[src/rtl/ram_stream_reader.sv]
// Burst reader for a single-port RAM with one-cycle registered read data. Words
// stream out through a 4-entry FIFO on a valid/ready interface.
// Optional: define RAM_RD_CHECKSUM_EN to add a per-burst checksum output.
module ram_stream_reader #(
    parameter int ADDR_WIDTH = 10,
    parameter int DATA_WIDTH = 16,
    parameter int LEN_WIDTH  = 11
) (
    input  logic                  clk,
    input  logic                  rst,
    input  logic                  start,
    input  logic [ADDR_WIDTH-1:0] base_addr,
    input  logic [LEN_WIDTH-1:0]  length,
    output logic                  busy,
    output logic                  done,
    output logic [ADDR_WIDTH-1:0] ram_a,
    output logic                  ram_we,
    output logic [DATA_WIDTH-1:0] ram_d,
    input  logic [DATA_WIDTH-1:0] ram_q,
    output logic [DATA_WIDTH-1:0] m_data,
    output logic                  m_valid,
    input  logic                  m_ready
`ifdef RAM_RD_CHECKSUM_EN
   ,output logic [DATA_WIDTH-1:0] checksum
`endif
);

    typedef enum logic [1:0] {S_IDLE, S_RUN, S_DRAIN, S_FIN} state_t;

    state_t                state_q, state_d;
    logic [ADDR_WIDTH-1:0] addr_q, addr_d;
    logic [LEN_WIDTH-1:0]  remain_q, remain_d;
    logic                  issue_q, issue_d;
    logic                  rvld_q;

    logic [DATA_WIDTH-1:0] fifo_mem_q [4];
    logic [1:0]            wr_ptr_q, rd_ptr_q;
    logic [2:0]            cnt_q;

    logic start_ok, push, pop, credit_ok, may_issue, drain_ok;

    assign start_ok  = (state_q == S_IDLE) && start;
    assign push      = rvld_q;
    assign pop       = m_valid && m_ready;
    // Credit uses registered occupancy only; a same-cycle pop is not counted,
    // so buffered + in-flight never exceeds the 4 FIFO slots.
    assign credit_ok = (cnt_q + 3'(issue_q) + 3'(rvld_q)) <= 3'd3;
    assign may_issue = (state_q == S_RUN) && (remain_q != '0) && credit_ok;
    // Leave DRAIN as the last word transfers so done lands on the next cycle.
    assign drain_ok  = !issue_q && !rvld_q &&
                       ((cnt_q == 3'd0) || ((cnt_q == 3'd1) && pop));

    always_ff @(posedge clk) begin
        if (rst) state_q <= S_IDLE;
        else     state_q <= state_d;
    end

    always_comb begin
        state_d = state_q;
        case (state_q)
            S_IDLE:  if (start) state_d = (length == '0) ? S_FIN : S_RUN;
            S_RUN:   if (remain_q == '0) state_d = S_DRAIN;
            S_DRAIN: if (drain_ok) state_d = S_FIN;
            S_FIN:   state_d = S_IDLE;
            default: state_d = S_IDLE;
        endcase
    end

    always_comb begin
        busy = (state_q != S_IDLE);
        done = (state_q == S_FIN);
    end

    always_comb begin
        addr_d   = addr_q;
        remain_d = remain_q;
        issue_d  = 1'b0;
        if (start_ok && (length != '0)) begin
            addr_d   = base_addr;
            remain_d = length - LEN_WIDTH'(1);
            issue_d  = 1'b1;
        end else if (may_issue) begin
            addr_d   = addr_q + ADDR_WIDTH'(1);
            remain_d = remain_q - LEN_WIDTH'(1);
            issue_d  = 1'b1;
        end
    end

    always_ff @(posedge clk) begin
        if (rst) begin
            addr_q   <= '0;
            remain_q <= '0;
            issue_q  <= 1'b0;
            rvld_q   <= 1'b0;
            wr_ptr_q <= '0;
            rd_ptr_q <= '0;
            cnt_q    <= '0;
        end else begin
            addr_q   <= addr_d;
            remain_q <= remain_d;
            issue_q  <= issue_d;
            rvld_q   <= issue_q;
            if (push) wr_ptr_q <= wr_ptr_q + 2'd1;
            if (pop)  rd_ptr_q <= rd_ptr_q + 2'd1;
            case ({push, pop})
                2'b10:   cnt_q <= cnt_q + 3'd1;
                2'b01:   cnt_q <= cnt_q - 3'd1;
                default: cnt_q <= cnt_q;
            endcase
        end
    end

    // Storage needs no reset; occupancy and pointers define validity.
    always_ff @(posedge clk) begin
        if (push) fifo_mem_q[wr_ptr_q] <= ram_q;
    end

    assign ram_a   = addr_q;
    assign ram_we  = 1'b0;
    assign ram_d   = '0;
    assign m_valid = (cnt_q != 3'd0);
    assign m_data  = fifo_mem_q[rd_ptr_q];

`ifdef RAM_RD_CHECKSUM_EN
    logic [DATA_WIDTH-1:0] sum_q;

    always_ff @(posedge clk) begin
        if (rst)           sum_q <= '0;
        else if (start_ok) sum_q <= '0;
        else if (pop)      sum_q <= sum_q + m_data;
    end

    assign checksum = sum_q;
`endif

endmodule

[config.mk]
export PLATFORM = sky130hd
export DESIGN_NAME = ram_stream_reader
export DESIGN_NICKNAME = d
export VERILOG_FILES = /design/src/rtl/ram_stream_reader.sv
export SDC_FILE = /design/constraint.sdc
export NUM_CORES = 1
export LEC_CHECK = 0
export ABC_AREA = 0
export BUFFER_PORTS_ARGS = -buffer_cell sky130_fd_sc_hd__buf_2
export CAP_MARGIN = 25
export CORE_AREA = 2 2 88 111
export DETAILED_ROUTE_END_ITERATION = 12
export DIE_AREA = 0 0 90 113
export PLACE_DENSITY = 0.79
export SYNTH_ARGS = -nofsm -noshare
export SYNTH_HDL_FRONTEND = slang
export SYNTH_SLANG_ARGS = --single-unit
[constraint.sdc]
create_clock -name clk -period 5 [get_ports clk]
set_input_delay 0.5 -clock clk [delete_from_list [all_inputs] [get_ports clk]]
set_output_delay 0.5 -clock clk [all_outputs]
set_load 0.03 [all_outputs]
==> results of run 1 <==
==> flip-flops by register name, indices dropped and copies added, names as in the netlist, named ones only <==
register    count
push            1
ram_a          10
cnt_q           3
issue_q         1
wr_ptr_q        2
remain_q       11
rd_ptr_q        2
state_q         2
fifo_mem_q     64
==> metal layers <==
metal,wire length (um),vias up
li1,-,1466
met1,3830,1483
met2,4730,75
met3,352,6
met4,65,0
met5,0,-
==> worst paths after layout <==
path	startpoint	end	slack, ns	cells after the start
max reg2reg	state_q[0]	remain_q[10]	1.94	11
min reg2reg	issue_q	push	0.51	1
min	ram_q[11]	fifo_mem_q[0][11]	0.38	1
max	state_q[0]	remain_q[10]	1.94	11
==> stage by stage <==
step,hold slack [ns],total power [mW]
4_1_cts,0.357,2.86
5_1_grt,0.359,2.99
3_5_place_dp,0.508,2.20
3_3_place_gp,0.498,2.13
6_report,0.380,2.83
2_1_floorplan,0.485,1.94
==> logic make-up after synthesis <==
kind of cell	after synthesis	share of synthesized area [%]
AND/OR/NAND/NOR	106	12.7
flip-flops	98	55.0
AO/OA/AOI/OAI	54	8.76
adder cells (fa/ha/maj)	18	4.92
XOR/XNOR	23	4.26
buffers and inverters	47	5.56
multiplexers	21	8.70
other	1	0.0793
==> Yosys cell counts, types with 9 or more instances <==
| library cell | number | area share (%) |
|---|---|---|
| edfxtp_1 | 64 | 41 |
| dfxtp_1 | 34 | 14 |
| buf_4 | 17 | 2.7 |
| xor2_1 | 9 | 1.7 |
| nand2_1 | 17 | 1.3 |
| mux4_2 | 16 | 7.6 |
| nor2_1 | 36 | 2.9 |
| a211oi_1 | 16 | 2.5 |
| xnor2_1 | 14 | 2.6 |
| ha_1 | 17 | 4.5 |
| inv_1 | 12 | 0.95 |
==> layout make-up <==
class / count / area share (%)
Clock inverter: 7 / 1.11
Sequential cell: 98 / 48.1
Tap cell: 123 / 2.84
Inverter: 12 / 0.832
Timing Repair Buffer: 71 / 7.40
Clock buffer: 9 / 4.16
Multi-Input combinational cell: 239 / 35.6
==> power by group through the flow <==
stage                     logic (mW)  registers [mW]  clock network, mW
after global placement         0.996            1.14                  0
after floorplan                0.811            1.13                  0
final                           1.07            1.11              0.647
after detailed placement        1.07            1.13                  0
after CTS                       1.08            1.11              0.669
after global routing            1.17            1.13              0.694
==> results.sh, run 1 <==
export IMPL_switchingPower_mw=1.07
export IMPL_io_buffers=69
export IMPL_final_cell_mix="buf_2 (69), edfxtp_1 (64), nor2_1 (36), dfxtp_1 (34)"
export IMPL_finalHoldViolCount=0
export IMPL_criticalPathCategory="flip-flop to flip-flop"
export IMPL_drc=0
export IMPL_ant_nets=0
export IMPL_cp_data_arrival_time_ns=3.30
export IMPL_fin_skew_ns=0.00568
export IMPL_die_h_um=113
export IMPL_rsz0062_at_grt="no"
export IMPL_cts_tree="built"
export IMPL_diodes=0
export IMPL_power_frac_seq_pct=39.2
export IMPL_synthesis_area_um2=4730
export IMPL_cts_setup_buffers=0
export IMPL_cp_end_kind="flip-flop"
export IMPL_path_common_cell="ha_1"
export IMPL_finish_utilization_pct=59.6
export IMPL_final_common_cell="buf_2"
export IMPL_postPlaceCellArea_um2=5130
export IMPL_seqCellArea_um2=2600
export IMPL_numCtsBuffers=9
export IMPL_synth_area_per_cell_um2=12.9
export IMPL_core_um2=9080
export IMPL_die_area_um2=10200
export IMPL_post_route_min_period_ns=3.06
export IMPL_path_clk_slew_ns=0.07
export IMPL_finalSetupViolCount=0
export IMPL_area_growth_synth_to_final_pct=14.4
export IMPL_cpPeakStageDelay_ns=0.53
export IMPL_combPwrFrac_pct=37.9
export IMPL_grt_remaining_overflow=0
export IMPL_crit_chain="inv_1 -> ha_1 -> and2_1 -> o21ai_0 -> a22oi_1 -> ha_1 -> nand2_1 -> or3_1 -> a21oi_1 -> o22ai_1 -> a211oi_1"
export IMPL_ctsResizeCount=0
export IMPL_fin_nets=490
export IMPL_clockPowerShare_pct=22.9
export IMPL_fin_area_um2=5410
export IMPL_rows=39
export IMPL_cts_buffer_depth=2
export IMPL_power_density_nw_per_um2=523
export IMPL_grt_antenna_before_repair=0
export IMPL_setup_tns_ns=0
export IMPL_synthCells=368
export IMPL_drt_wl_total_um=8980
export IMPL_p_leak_nw=1.99
export IMPL_met1_usage_pct=22.1
export IMPL_swShare_pct=37.9
export IMPL_fin_ws_ns=1.94
export IMPL_busiest_layer="met2"
export IMPL_drt_pass1_iter_count=4
export IMPL_initial_utilization_pct=52.1
export IMPL_post_place_ws_ns=2.00
export IMPL_ys_seq_area_share_pct=55.0
export IMPL_ys_flop_type="edfxtp_1"
export IMPL_slew_headroom_pct=43.8
export IMPL_status="complete, no violations"
export IMPL_drt_iter0_drc=109
export IMPL_max_cap_violations=0
export IMPL_dp_cells=543
export IMPL_fillers=755
export IMPL_die_w_um=90
export IMPL_dp_hpwl_um=6470
export IMPL_cp_slowest_cell="and2_1"
export IMPL_async_reset_ff_share_pct=0
export IMPL_crit_path_start_kind="flip-flop"
export IMPL_crit_family="simple AND/OR/NAND/NOR gates"
export IMPL_drv_slew=0
export IMPL_use_met3_pct=3.26
export IMPL_grt_max_degree=38
export IMPL_crit_required_ns=5.24
export IMPL_hold_path_class="input port to flip-flop"
export IMPL_groute_usage_overall_pct=18.3
export IMPL_synth_edf_count=64
export IMPL_p_int_mw=1.76
export IMPL_ys_seq_elements=98
export IMPL_path_buf_inv=1
export IMPL_drive_gt1_share_pct=27.3
export IMPL_ys_warn_count=0
export IMPL_cts_hold_buffers=0
export IMPL_ys_types=58
export IMPL_place_congestion=0.908
export IMPL_clock_latency_ns=0.33
export IMPL_grt_pass1_vias=3095
export IMPL_cts_root_buf="clkbuf_16"
export IMPL_grtUsageMet2_pct=33.1
export IMPL_htree_levels=3
export IMPL_multi_input_area_um2=1920
export IMPL_period_share_pct=61.2
export IMPL_cp_max_fo=15
export IMPL_pin_count=87
export IMPL_via_per_inst=5.42
export IMPL_wl_per_cell_um=16.1
export IMPL_grt_pass1_wl_um=14800
export IMPL_max_slew_worst_pin_slew_ns=0.843
export IMPL_max_freq_mhz=327
export IMPL_ir_drop_mv=0.299
export IMPL_cts_sinks=98
export IMPL_via_count=3030
export IMPL_fin_cells=559
(Power assumes the default switching activity.)
==> run 2: changes to the inputs <==
- clock period: 5 -> 2.9 ns (I/O delays scaled with it)
==> results.sh, run 2 (synthesized netlist as in run 1, its figures left out) <==
export IMPL_status="complete, no violations"
export IMPL_rsz0062_at_grt="no"
export IMPL_grt_antenna_before_repair=0
export IMPL_path_buf_inv=2
export IMPL_cp_max_fo=12
export IMPL_cpPeakStageDelay_ns=0.36
export IMPL_rows=39
export IMPL_cts_buffer_depth=2
export IMPL_crit_family="compound AO/OA/AOI/OAI gates"
export IMPL_htree_levels=3
export IMPL_postPlaceCellArea_um2=5120
export IMPL_crit_required_ns=3.15
export IMPL_max_slew_worst_pin_slew_ns=0.831
export IMPL_finalSetupViolCount=0
export IMPL_wl_per_cell_um=15.9
export IMPL_path_clk_slew_ns=0.07
export IMPL_drt_wl_total_um=8990
export IMPL_p_leak_nw=1.99
export IMPL_clock_latency_ns=0.34
export IMPL_io_buffers=69
export IMPL_die_w_um=90
export IMPL_die_area_um2=10200
export IMPL_crit_chain="inv_1 -> ha_1 -> and2_1 -> buf_4 -> a22oi_2 -> ha_1 -> nand2_1 -> or3_1 -> a21oi_1 -> o22ai_1 -> a211oi_1"
export IMPL_cp_end_kind="flip-flop"
export IMPL_criticalPathCategory="flip-flop to flip-flop"
export IMPL_cp_data_arrival_time_ns=2.82
export IMPL_final_common_cell="buf_2"
export IMPL_grt_pass1_vias=3055
export IMPL_drt_iter0_drc=99
export IMPL_fin_ws_ns=0.335
export IMPL_dp_hpwl_um=6450
export IMPL_drive_gt1_share_pct=28.3
export IMPL_fin_skew_ns=0.00912
export IMPL_area_growth_synth_to_final_pct=14.5
export IMPL_ir_drop_mv=0.439
export IMPL_largest_register_ffs=64
export IMPL_numCtsBuffers=9
export IMPL_groute_usage_overall_pct=18.3
export IMPL_cts_sinks=98
export IMPL_hp_start="ram_q[3]"
export IMPL_initial_utilization_pct=52.1
export IMPL_fin_area_um2=5410
export IMPL_drc=0
export IMPL_finalHoldViolCount=0
export IMPL_die_h_um=113
export IMPL_final_cell_mix="buf_2 (69), edfxtp_1 (64), nor2_1 (36), dfxtp_1 (34)"
export IMPL_diodes=0
export IMPL_slew_headroom_pct=44.6
export IMPL_core_um2=9080
export IMPL_setup_tns_ns=0
export IMPL_cts_setup_buffers=0
export IMPL_via_count=3002
export IMPL_power_density_nw_per_um2=903
export IMPL_cp_slowest_cell="dfxtp_1"
export IMPL_crit_path_start_kind="flip-flop"
export IMPL_period_share_pct=88.4
export IMPL_grt_remaining_overflow=0
export IMPL_r2r_start="state_q[0]"
export IMPL_hold_path_class="input port to flip-flop"
export IMPL_fin_nets=495
export IMPL_via_per_inst=5.32
export IMPL_path_common_cell="ha_1"
export IMPL_crit_start="state_q[0]"
export IMPL_place_congestion=0.915
export IMPL_post_route_min_period_ns=2.57
export IMPL_post_place_ws_ns=0.316
export IMPL_drt_pass1_iter_count=4
export IMPL_pin_count=87
export IMPL_max_freq_mhz=390
export IMPL_max_cap_violations=0
export IMPL_regMostFlops="fifo_mem_q"
export IMPL_ant_nets=0
export IMPL_cts_root_buf="clkbuf_16"
export IMPL_cts_tree="built"
export IMPL_grt_pass1_wl_um=14700
export IMPL_drv_slew=0
export IMPL_finish_utilization_pct=59.6
export IMPL_grt_max_degree=38
==> run 2: changes by cell type in the layout (fill, tap and decap cells not counted), sizes merged <==
cell      change
clkinv        -1
inv           -1
buf           +5
clkinvlp      +2
==> run 2: final timing paths <==
path                      end  slack [ns]  cells past startpoint
max              remain_q[10]        0.33                     11
min          fifo_mem_q[1][3]        0.16                      1
min reg2reg              push        0.52                      1
max reg2reg      remain_q[10]        0.33                     11
==> run 2: power breakdown <==
part           total [mW]  switching [mW]  leakage (nW)  internal (mW)
clock network        1.13           0.531         0.136          0.596
registers            1.89           0.204         0.858           1.69
logic                1.87            1.13         0.998          0.740
total                4.89            1.86          1.99           3.03
==> run 2: per-layer routing <==
layer	vias to the layer above	track usage, %	share of wire (%)
met2	83	32.3	51
li1	1469	-	-
met3	17	3.73	4.4
met5	-	0	0
met1	1433	22.2	42
met4	0	7.08	2.1
==> run 2: stage by stage <==
step                      power, mW  cells  hold WS, ns
after floorplan                3.35    384        0.389
after detailed placement       3.79    548        0.511
after global routing           5.18    564        0.155
after global placement         3.73    548        0.494
after CTS                      4.92    564        0.154
final                          4.89    564        0.164
==> run 2: final cells by class <==
type,count,area [um^2]
clock inverters,7,60.1
clock buffers,9,225
flip-flops and latches,98,2600
well taps,123,154
repair buffers,76,398
inverters,12,45.0
multi-input cells,239,1930
fillers,761,3660
==> run 2: repair_timing <==
action                     4_1_cts  5_1_grt
hold buffers                     0        0
setup endpoints to repair        0        1
gates resized for setup          0        1
==> run 3: changes to the inputs <==
- CORE_AREA: 2 2 88 111 -> 2 2 90 114
- DIE_AREA: 0 0 90 113 -> 0 0 92 116
- clock period: 2.9 -> 2.31 ns (I/O delays scaled with it)
==> results.sh, run 3 (synthesized netlist as in run 1, its figures left out) <==
export IMPL_fin_ws_ns=0.0847
export IMPL_largest_register_ffs=64
export IMPL_cts_buffer_depth=2
export IMPL_status="complete, no violations"
export IMPL_finalSetupViolCount=0
export IMPL_swShare_pct=37.2
export IMPL_fin_area_um2=5630
export IMPL_grt_max_degree=25
export IMPL_htree_levels=3
export IMPL_combPwrFrac_pct=40.6
export IMPL_p_int_mw=4.06
export IMPL_cts_root_buf="clkbuf_16"
export IMPL_via_count=3197
export IMPL_cp_max_fo=5
export IMPL_rows=40
export IMPL_max_freq_mhz=449
export IMPL_cts_sinks=98
export IMPL_whs_endpoint="fifo_mem_q[2][15]"
export IMPL_hp_start="ram_q[15]"
export IMPL_setup_tns_ns=0
export IMPL_path_clk_slew_ns=0.07
export IMPL_grt_antenna_before_repair=0
export IMPL_power_mw=6.47
export IMPL_wl_per_cell_um=17.1
export IMPL_crit_required_ns=2.57
export IMPL_cp_data_arrival_time_ns=2.49
export IMPL_drv_slew=0
export IMPL_max_cap_violations=0
export IMPL_post_route_min_period_ns=2.23
export IMPL_power_density_nw_per_um2=1150
export IMPL_final_common_cell="buf_2"
export IMPL_area_growth_synth_to_final_pct=18.9
export IMPL_core_um2=9510
export IMPL_reg2reg_to="remain_q[10]"
export IMPL_drt_pass1_iter_count=4
export IMPL_grt_remaining_overflow=0
export IMPL_cpPeakStageDelay_ns=0.38
export IMPL_via_per_inst=5.47
export IMPL_reg2reg_slack_ns=0.08
export IMPL_drive_gt1_share_pct=33.8
export IMPL_fillers=786
export IMPL_postPlaceCellArea_um2=5260
export IMPL_pin_count=87
export IMPL_final_cell_mix="buf_2 (69), edfxtp_1 (64), nor2_1 (36), dfxtp_1 (31), buf_4 (24)"
export IMPL_path_common_cell="ha_4"
export IMPL_regMostFlops="fifo_mem_q"
export IMPL_power_frac_seq_pct=36.5
export IMPL_clockPowerShare_pct=22.9
export IMPL_clock_latency_ns=0.35
export IMPL_fin_nets=512
export IMPL_numCtsBuffers=9
export IMPL_initial_utilization_pct=49.7
export IMPL_path_buf_inv=1
export IMPL_drc=0
export IMPL_drt_wl_total_um=10000
export IMPL_finish_utilization_pct=59.2
export IMPL_r2r_start="state_q[0]"
export IMPL_hold_path_class="input port to flip-flop"
export IMPL_die_h_um=116
export IMPL_drt_iter0_drc=158
export IMPL_diodes=0
export IMPL_use_met3_pct=3.84
export IMPL_dp_hpwl_um=7040
export IMPL_switchingPower_mw=2.41
export IMPL_ir_drop_mv=0.638
export IMPL_groute_usage_overall_pct=19.5
export IMPL_criticalPathCategory="flip-flop to flip-flop"
export IMPL_grt_pass1_vias=3187
export IMPL_place_congestion=0.865
export IMPL_cts_hold_buffers=0
export IMPL_die_area_um2=10700
export IMPL_period_share_pct=96.3
export IMPL_finalHoldViolCount=0
export IMPL_cts_tree="built"
export IMPL_die_w_um=92
export IMPL_r2r_cells=11
export IMPL_cp_end_kind="flip-flop"
export IMPL_grt_pass1_wl_um=15900
export IMPL_p_leak_nw=2.11
export IMPL_cp_slowest_cell="or3_1"
export IMPL_ant_nets=0
export IMPL_post_place_ws_ns=-0.0703
export IMPL_io_buffers=69
export IMPL_crit_chain="inv_2 -> ha_4 -> and2_2 -> o21ai_1 -> a22oi_2 -> ha_4 -> nand2_2 -> or3_1 -> a21oi_1 -> o22ai_1 -> a211oi_1"
export IMPL_busiest_layer="met2"
export IMPL_crit_family="compound AO/OA/AOI/OAI gates"
export IMPL_grtUsageMet2_pct=36.0
export IMPL_worstHoldPathCells=1
export IMPL_fin_skew_ns=0.0127
export IMPL_crit_path_start_kind="flip-flop"
export IMPL_met1_usage_pct=22.0
## run 3: final cells by class
cell class,instances,area (um^2),area share [%]
Sequential cell,98,2610,46.3
Timing Repair Buffer,93,526,9.34
Multi-Input combinational cell,239,2000,35.5
Tap cell,126,158,2.80
Clock buffer,10,229,4.07
Clock inverter,6,63.8,1.13
Inverter,12,45.0,0.801
## run 3: worst reg2reg max path: stages (launching register included)
cell,delay (ns)
dfxtp_2,0.34
inv_2,0.10
ha_4,0.15
and2_2,0.19
o21ai_1,0.09
a22oi_2,0.19
ha_4,0.19
nand2_2,0.07
or3_1,0.38
a21oi_1,0.15
o22ai_1,0.10
a211oi_1,0.20
## run 3: how the worst max path moves through the flow
| stage | slack (ns) | start | end | cells after the start |
|---|---|---|---|---|
| 3_3_place_gp | 0.001 | issue_q | ram_a[4] | 7 |
| 3_5_place_dp | -0.07 | issue_q | ram_a[4] | 7 |
| 2_1_floorplan | 0.002 | state_q[0] | remain_q[10] | 14 |
| 4_1_cts | 0.05 | issue_q | ram_a[2] | 10 |
| 5_1_grt | -0.001 | issue_q | ram_a[9] | 9 |
| 6_report | 0.08 | state_q[0] | remain_q[10] | 11 |
## run 3: repair_timing
action | 4_1_cts | 5_1_grt
resized for setup | 3 | 10
endpoints found under the setup margin | 5 | 10
pin swaps | 0 | 4
setup buffers | 0 | 3
## run 3: metal layers
layer	routed length, um	vias up	share of wire (%)
met1	3790	1575	38
li1	-	1503	-
met4	125	0	1.2
met3	508	11	5.1
met5	0	-	0
met2	5590	108	56
## run 3: through the flow
| stage | cells | hold slack (ns) |
|---|---|---|
| after floorplan | 384 | 0.330 |
| after global placement | 565 | 0.446 |
| after detailed placement | 565 | 0.450 |
| after CTS | 581 | 0.0903 |
| after global routing | 584 | 0.0998 |
| final | 584 | 0.100 |
## run 3: power by group through the flow
stage          registers [mW]  clock network (mW)  logic, mW
2_1_floorplan            2.46                   0       1.83
3_3_place_gp             2.37                   0       2.45
3_5_place_dp             2.39                   0       2.52
4_1_cts                  2.35                1.51       2.55
5_1_grt                  2.39                1.58       2.88
6_report                 2.36                1.48       2.63
